## src/rtl/pistorm_host_seq.sv

```systemverilog
// pistorm_host_seq: FPGA-side master for the PiStorm GPIO register protocol.
// Sequences 68K accesses as DATA/ADDR_LO/ADDR_HI register phases, polls IPL and drives bus reset.
module pistorm_host_seq #(
    parameter int SETUP_CYC   = 2,
    parameter int STROBE_CYC  = 3,
    parameter int HOLD_CYC    = 2,
    parameter int SYNC_STAGES = 2,
    parameter int TIMEOUT     = 4095
) (
    input  logic        clk,
    input  logic        op_reqrst,
    input  logic        req_valid,
    output logic        req_ready,
    input  logic [23:0] req_addr,
    input  logic [15:0] req_wdata,
    input  logic        req_byte,
    input  logic        req_read,
    output logic        rsp_valid,
    output logic [15:0] rsp_rdata,
    output logic        rsp_err,
    input  logic        bus_rst_req,
    output logic [2:0]  ipl_o,
    output logic [1:0]  pi_a,
    output logic        pi_rd,
    output logic        pi_wr,
    output logic [15:0] pi_d_o,
    output logic        pi_d_oe,
    input  logic [15:0] pi_d_i,
    input  logic        pi_txn_in_progress,
    input  logic        pi_ipl_zero
);
    typedef enum logic [3:0] {
        IDLE, ST_RST, ST_IPL, WR_DATA, WR_ALO, WR_AHI, GUARD, WAIT_TXN, RD_DATA, RESP
    } state_t;

    localparam logic [11:0] PH_LAST = 12'(SETUP_CYC + STROBE_CYC + HOLD_CYC - 1);
    localparam logic [11:0] STB_LO  = 12'(SETUP_CYC);
    localparam logic [11:0] STB_HI  = 12'(SETUP_CYC + STROBE_CYC - 1);
    localparam logic [11:0] GD_LAST = 12'(SYNC_STAGES);
    localparam logic [11:0] TO_LAST = 12'(TIMEOUT - 1);

    state_t state, state_n;
    logic [11:0] cnt;
    logic [23:0] addr_q;
    logic [15:0] wdata_q, rd_buf;
    logic byte_q, read_q, rst_shadow, ipl_prev, ipl_poll_due;
    logic [SYNC_STAGES-1:0] txn_ff, ipl_ff;
    logic txn_sync, ipl_sync, rst_pend, ipl_pend;
    logic phase, rd_ph, ph_done, strobe, cap;

    assign txn_sync = txn_ff[SYNC_STAGES-1];
    assign ipl_sync = ipl_ff[SYNC_STAGES-1];
    assign rst_pend = bus_rst_req != rst_shadow;
    assign ipl_pend = !ipl_sync && ipl_poll_due;
    assign req_ready = state == IDLE && !rst_pend && !ipl_pend;
    assign rsp_valid = state == RESP;

    // cnt restarts on every state change, so one counter times phases, guard and timeout
    assign phase   = state inside {ST_RST, ST_IPL, WR_DATA, WR_ALO, WR_AHI, RD_DATA};
    assign rd_ph   = state == ST_IPL || state == RD_DATA;
    assign ph_done = phase && cnt == PH_LAST;
    assign strobe  = phase && cnt >= STB_LO && cnt <= STB_HI;
    assign cap     = rd_ph && cnt == STB_HI;

    assign pi_wr   = strobe && !rd_ph;
    assign pi_rd   = strobe && rd_ph;
    assign pi_d_oe = phase && !rd_ph;
    assign pi_a    = state == WR_ALO ? 2'd1 :
                     state == WR_AHI ? 2'd2 :
                     (state == ST_RST || state == ST_IPL) ? 2'd3 : 2'd0;
    assign pi_d_o  = state == WR_DATA ? wdata_q :
                     state == WR_ALO  ? addr_q[15:0] :
                     state == WR_AHI  ? {6'b0, read_q, byte_q, addr_q[23:16]} :
                     state == ST_RST  ? {14'b0, !rst_shadow, 1'b0} : 16'h0000;

    always_comb begin
        state_n = state;
        case (state)
            IDLE:     state_n = rst_pend ? ST_RST : ipl_pend ? ST_IPL :
                                req_valid ? (req_read ? WR_ALO : WR_DATA) : IDLE;
            ST_RST,
            ST_IPL:   state_n = ph_done ? IDLE : state;
            WR_DATA:  state_n = ph_done ? WR_ALO : state;
            WR_ALO:   state_n = ph_done ? WR_AHI : state;
            WR_AHI:   state_n = ph_done ? GUARD : state;
            GUARD:    state_n = cnt == GD_LAST ? WAIT_TXN : state;
            WAIT_TXN: state_n = !txn_sync ? (read_q ? RD_DATA : RESP) :
                                cnt == TO_LAST ? RESP : state;
            RD_DATA:  state_n = ph_done ? RESP : state;
            RESP:     state_n = IDLE;
            default:  state_n = IDLE;
        endcase
    end

    always_ff @(posedge clk or posedge op_reqrst) begin
        if (op_reqrst) begin
            state        <= IDLE;
            cnt          <= '0;
            addr_q       <= '0;
            wdata_q      <= '0;
            byte_q       <= 1'b0;
            read_q       <= 1'b0;
            rst_shadow   <= 1'b1;
            txn_ff       <= '0;
            ipl_ff       <= '1;
            ipl_prev     <= 1'b1;
            ipl_poll_due <= 1'b0;
            rd_buf       <= '0;
            rsp_rdata    <= '0;
            rsp_err      <= 1'b0;
            ipl_o        <= '0;
        end else begin
            state    <= state_n;
            cnt      <= state_n != state ? 12'd0 : cnt + 12'd1;
            txn_ff   <= {txn_ff[SYNC_STAGES-2:0], pi_txn_in_progress};
            ipl_ff   <= {ipl_ff[SYNC_STAGES-2:0], pi_ipl_zero};
            ipl_prev <= ipl_sync;
            if (state == IDLE && rst_pend)
                rst_shadow <= bus_rst_req;
            if (req_valid && req_ready) begin
                addr_q  <= req_addr;
                wdata_q <= req_wdata;
                byte_q  <= req_byte;
                read_q  <= req_read;
            end
            // picking the poll wins over a same-cycle change so one edge yields one read
            ipl_poll_due <= !(state == IDLE && state_n == ST_IPL) &&
                            (ipl_poll_due || ipl_sync != ipl_prev || state == RESP);
            ipl_o <= ipl_sync ? 3'd0 : (state == ST_IPL && cap) ? pi_d_i[15:13] : ipl_o;
            if (state == RD_DATA && cap)
                rd_buf <= pi_d_i;
            if (state == WAIT_TXN && state_n == RESP) begin
                rsp_err   <= txn_sync;
                rsp_rdata <= '0;
            end
            if (state == RD_DATA && state_n == RESP) begin
                rsp_err   <= 1'b0;
                rsp_rdata <= rd_buf;
            end
        end
    end
endmodule
```

## config.mk

```make
export PLATFORM = sky130hd
export DESIGN_NAME = pistorm_host_seq
export DESIGN_NICKNAME = d
export VERILOG_FILES = /design/src/rtl/pistorm_host_seq.sv
export SDC_FILE = /design/constraint.sdc
export NUM_CORES = 1
export LEC_CHECK = 0
export ABC_AREA = 1
export CAP_MARGIN = 20
export CELL_PAD_IN_SITES_DETAIL_PLACEMENT = 2
export CELL_PAD_IN_SITES_GLOBAL_PLACEMENT = 2
export CORE_MARGIN = 1.5
export CORE_UTILIZATION = 32
export DETAILED_ROUTE_END_ITERATION = 10
export PLACE_DENSITY = 0.95
export SYNTH_ARGS = -nofsm -noshare
export SYNTH_HDL_FRONTEND = slang
export SYNTH_SLANG_ARGS = --single-unit
```

## constraint.sdc

```tcl
create_clock -name clk -period 8.2 [get_ports clk]
set_input_delay 0.82 -clock clk [delete_from_list [all_inputs] [get_ports clk]]
set_output_delay 0.82 -clock clk [all_outputs]
set_load 0.005 [all_outputs]
```

---- Word level (Yosys, flattened, before mapping) ----
Index checks and enable logic that the tools add are counted.
word-level totals
  register bits ........................... 101
  logic and storage cells ................. 97
  bits of input ports ..................... 64
cells by class
  eq/ne operators ......................... 18
  magnitude comparators ................... 2
  mux-type cells .......................... 28
  reduce and logical (&&, ||, !) cells .... 33
  add/sub/neg operators ................... 1
operator list
  operator                                                                 number
  16-bit two-way mux                                                       4
  4-bit two-way mux                                                        8
  4-bit case mux with 8 select lines                                       1
  12-bit by 3-bit == test with 1-bit output (second input constant)        2
  1-bit logical AND                                                        18
  3-bit two-way mux                                                        6
  4-bit by 3-bit == test with 1-bit output (second input constant)         4
  12-bit by 1-bit adder with 12-bit output (second input constant)         1
  12-bit == test (second input constant)                                   1
  12-bit by 2-bit == test with 1-bit output (second input constant)        1
  4-bit by 2-bit == test with 1-bit output (second input constant)         3
  4-bit == test (second input constant)                                    3
  12-bit by 2-bit >= comparator with 1-bit output (second input constant)  1
  12-bit by 3-bit <= comparator with 1-bit output (second input constant)  1
  12-bit two-way mux                                                       1
  10-bit two-way mux                                                       1
  2-bit two-way mux                                                        4
  1-bit logical NOT                                                        6
  6-bit nonzero test                                                       1
  4-bit by 1-bit == test with 1-bit output (second input constant)         1
  4-bit logical NOT                                                        1
  1-bit logical OR                                                         4
  4-bit != test                                                            1
  2-bit nonzero test                                                       2
  other kinds (3)                                                          6

---- Longest topological paths before layout ----
  depth after elaboration ................. 9
  gate-level depth with buffers ........... 17

---- Least setup slack after synthesis ----
Ideal clock, no wire load.
  kind .................................... reg-to-output
  from .................................... reg state[3]
  to ...................................... out pi_d_o[1]
  data required time ...................... 7380 ps
  setup slack ............................. 6060 ps
  stages on the path, launching flop included .. 7
  arrival time ............................ 1320 ps
  cells stage by stage .................... dfrtp_1 -> inv_2 -> nand2_2 -> nor2_1 -> clkbuf_1 -> nand2_1 -> o2111ai_1
between the ends
  word-level cells in the longest chain between the ends .. 5
  elaborated cells on any way between the ends .. 8
  those cells by class .................... 4 x eq/ne; 4 x mux
ends and longest elaborated chain
  what                                      line  text
  start: declaration                        42    state_t state, state_n;
  start signal: assignment                  113   state <= state_n;
  4-bit by 1-bit == test with 1-bit output  74    state == ST_RST ? {14'b0, !rst_shadow, 1'b0} : 16'h0000;
  2-bit two-way mux                         74
  10-bit two-way mux                        73    state == WR_AHI ? {6'b0, read_q, byte_q, addr_q[23:16]} :
  16-bit two-way mux                        72    state == WR_ALO ? addr_q[15:0] :
  16-bit two-way mux (*)                    71    assign pi_d_o = state == WR_DATA ? wdata_q :
  end: declaration                          26    output logic [15:0] pi_d_o,
Mark *: on every way between the ends. The rest lies on a longest branch, timed or not.

---- Worst setup path in the final report ----
  from .................................... reg state[0]
  to ...................................... out pi_d_o[14]
between the ends
  word-level cells in the longest chain between the ends .. 3
  elaborated cells on any way between the ends .. 4
  those cells by class .................... 2 x eq/ne; 2 x mux
ends and longest elaborated chain
  what                                      line
  4-bit by 3-bit == test with 1-bit output  72
  16-bit two-way mux                        72
  16-bit two-way mux (*)                    71
Marks and branches as above.

==> out/qor.yml <==
run_status:
  status: "finished, final reports clean"
placed_design:
  dp_hpwl_um: 11400
  place.gp.congestion: 0.843
  pre_cts_slack_ns: 4.94
  port_buffers: 106
setup_path:
  arrival_ns: 2.52
  endpoint_kind: "output pin"
  cp_max_fo: 16
  crit_required_ns: 7.38
  crit_chain: "inv_2 > nand2_4 > nor2_2 > inv_1 > o21ai_0 > clkdlybuf4s50_1"
  worstSetupPathType: "reg -> out"
  slowest_delay_ns: 0.56
  cp_slowest_cell: "clkdlybuf4s50_1"
  critPathLaunchType: "flip-flop"
route:
  vias: 4005
  routedWlPerCell_um: 18.6
  drtIter0Drc: 105
  drt_wl_total_um: 15300
  antenna_left: 0
  firstDrtPassIters: 4
  viasPerCell: 4.86
  drc: 0
yosys:
  synth_nets: 596
  yosysSeqAreaShare: 0.538
  synth_xor_area_frac: 0.0186
  synth_commonest_cells: "193 x nand2_1, 97 x dfrtp_1, 45 x inv_1"
  synth_top_area_frac: 0.516
  synthCells: 530
  synth_compound_area_frac: 0.0744
  yosys_most_used_dff: "dfrtp_1"
  synth_mux_area_frac: 0.0335
  synth-async-reset-ratio: 1.00
  yosysMostFrequentCell: "nand2_1"
  synth_area_mm2: 0.00471
  synth_area_leaders: "dfrtp_1 52%, nand2_1 15%, o21ai_0 4.0%"
  yosysTopAreaCell: "dfrtp_1"
  synth-seq-cells: 101
  ys_warn_count: 0
  synthSimpleGateAreaFrac: 0.266
  synth-edff-count: 0
  synth_fa_ha_area_frac: 0.00532
  syn_area_per_cell_um2: 8.88
  synth_cell_types: 37
  synth_top_family_by_area: "simple AND/OR/NAND/NOR gates"
layout:
  diodes: 0
  syn_to_final_growth_pct: 32.0
  fin_nets: 701
  fill_cells: 1619
  drive_above_1_share: 0.123
floorplanning:
  die_w_um: 124
  die_area_mm2: 0.0154
  initial_core_util: 0.326
  row_count: 44
  core_area_mm2: 0.0144
  ios: 107
  die_y_um: 124
clock_tree:
  cts_buffers: 9
  clockRootBuffer: "clkbuf_16"
  cts_tree: "built"
  cts_setup_buffers: 0
  ctsResizeCount: 0
  cts_hold_buf: 0
  clk-insertion-delay-late_ns: 0.35
  path_clk_slew_ns: 0.07
  htree_levels: 3
  clockBufferDepth: 2
  clock_sinks: 101
timing:
  worst_slew_pin_slew_ns: 0.930
  fin_setup_tns_ns: 0
  timing.fmax_mhz: 300
  drv_slew: 0
  period_needed_ns: 3.34
  grt_setup_unrepaired: "no"
  setup_violations: 0
  slew_headroom: 0.380
  worst_slack_ns: 4.86
  fin_worst_skew_ns: 0.00883
  finalHoldViolCount: 0
  period_share: 0.407
global_route:
  grt_max_degree: 71
  antenna_found_initial: 0
  grt_overflow: 0
  grt_pass1_wl_um: 25100
  grt_usage: 0.206
  grt_pass1_vias: 4793
flow_run:
  maxCapViolations: 0
power_and_ir_drop:
  leakage_uw: 0.00284
  ir_drop_uv: 125
  powerDensity_mw_per_mm2: 305
min_path:
  hp-class: "reg -> reg"
## logic make-up (layout without fill, tap and decap cells)
group,Yosys count,in the layout
and+or+nand+nor,275,275
DFF,101,101
buffers and inverters,68,178
AOI/OAI and AO/OA,60,60
muxes,14,14
xor gates and xnor gates,10,10
adders and majority gates,2,2
## critical path, delay by kind of cell (launching register included)
kind / cells / cell delay (ns)
compound gates: 1 / 0.36
flops: 1 / 0.51
buf+inv: 3 / 1.01
simple gates: 2 / 0.29
## worst paths after layout
kind                                start          to  slack, ns  cells past startpoint
worst max-delay path             state[0]  pi_d_o[14]       4.86                      6
worst min-delay path            txn_ff[0]   txn_ff[1]       0.36                      0
worst max register to register   state[0]  addr_q[20]       5.61                      9
worst min register to register  txn_ff[0]   txn_ff[1]       0.36                      0
max in group asynchronous       op_reqrst    ipl_o[2]       6.10                      3
min in group asynchronous       op_reqrst  addr_q[13]       0.82                      2
## area by class of cell
cell class              instances  area, µm²  area share
inverters                      53        206      0.0332
well taps                     184        230      0.0371
flip-flops and latches        101       2530       0.408
clock buffers                  12        236      0.0381
repair buffers                109       1080       0.174
multi-input cells             361       1870       0.302
clock inverters                 4       48.8     0.00785
## sequential cells by signal, indices dropped and copies added (netlist names)
register	cells
addr_q	24
byte_q	1
cnt	12
ipl_ff	2
ipl_o	3
ipl_poll_due	1
ipl_prev	1
rd_buf	16
read_q	1
rsp_err	1
rsp_rdata	16
rst_shadow	1
state	4
txn_ff	2
wdata_q	16
## cells in the final DEF, fill, tap and decap left out, types with 4 or more instances in the layout
cell type / netlist / final
nand2_1: 193 / 193
a21oi_1: 7 / 7
o21ai_0: 38 / 38
xnor2_1: 4 / 4
nand2_2: 7 / 7
inv_1: 45 / 44
mux2_2: 13 / 13
nand3_1: 11 / 11
o221ai_1: 7 / 7
nor2_2: 13 / 13
clkbuf_16: 0 / 9
clkdlybuf4s50_1: 0 / 106
inv_2: 6 / 6
nor2_1: 26 / 26
nor2_4: 5 / 5
nand4_1: 5 / 5
xor2_1: 6 / 6
dfstp_2: 4 / 4
dfrtp_1: 97 / 97
## metrics by stage
stage	instance area, µm²	hold slack, ns	std cells	utilization	total power [µW]
4_1_cts	6210	0.361	824	0.431	1920
5_1_grt	6210	0.365	824	0.431	2010
3_5_place_dp	5930	0.359	808	0.411	1470
6_report	6210	0.357	824	0.431	1890
2_1_floorplan	4710	0.331	530	-	1120
3_3_place_gp	5930	0.342	808	0.411	1410
## power by group
group	total [µW]	switching [µW]	internal [µW]
clock	428	191	237
sequential	758	98.6	659
combinational	707	392	315
total	1890	682	1210
## per-layer routing
metal	global-route usage	routed length, µm
met1	0.226	6090
met2	0.397	8430
met3	0.0528	648
met4	0.0406	151
met5	0	0
(Power assumes the default switching activity.)
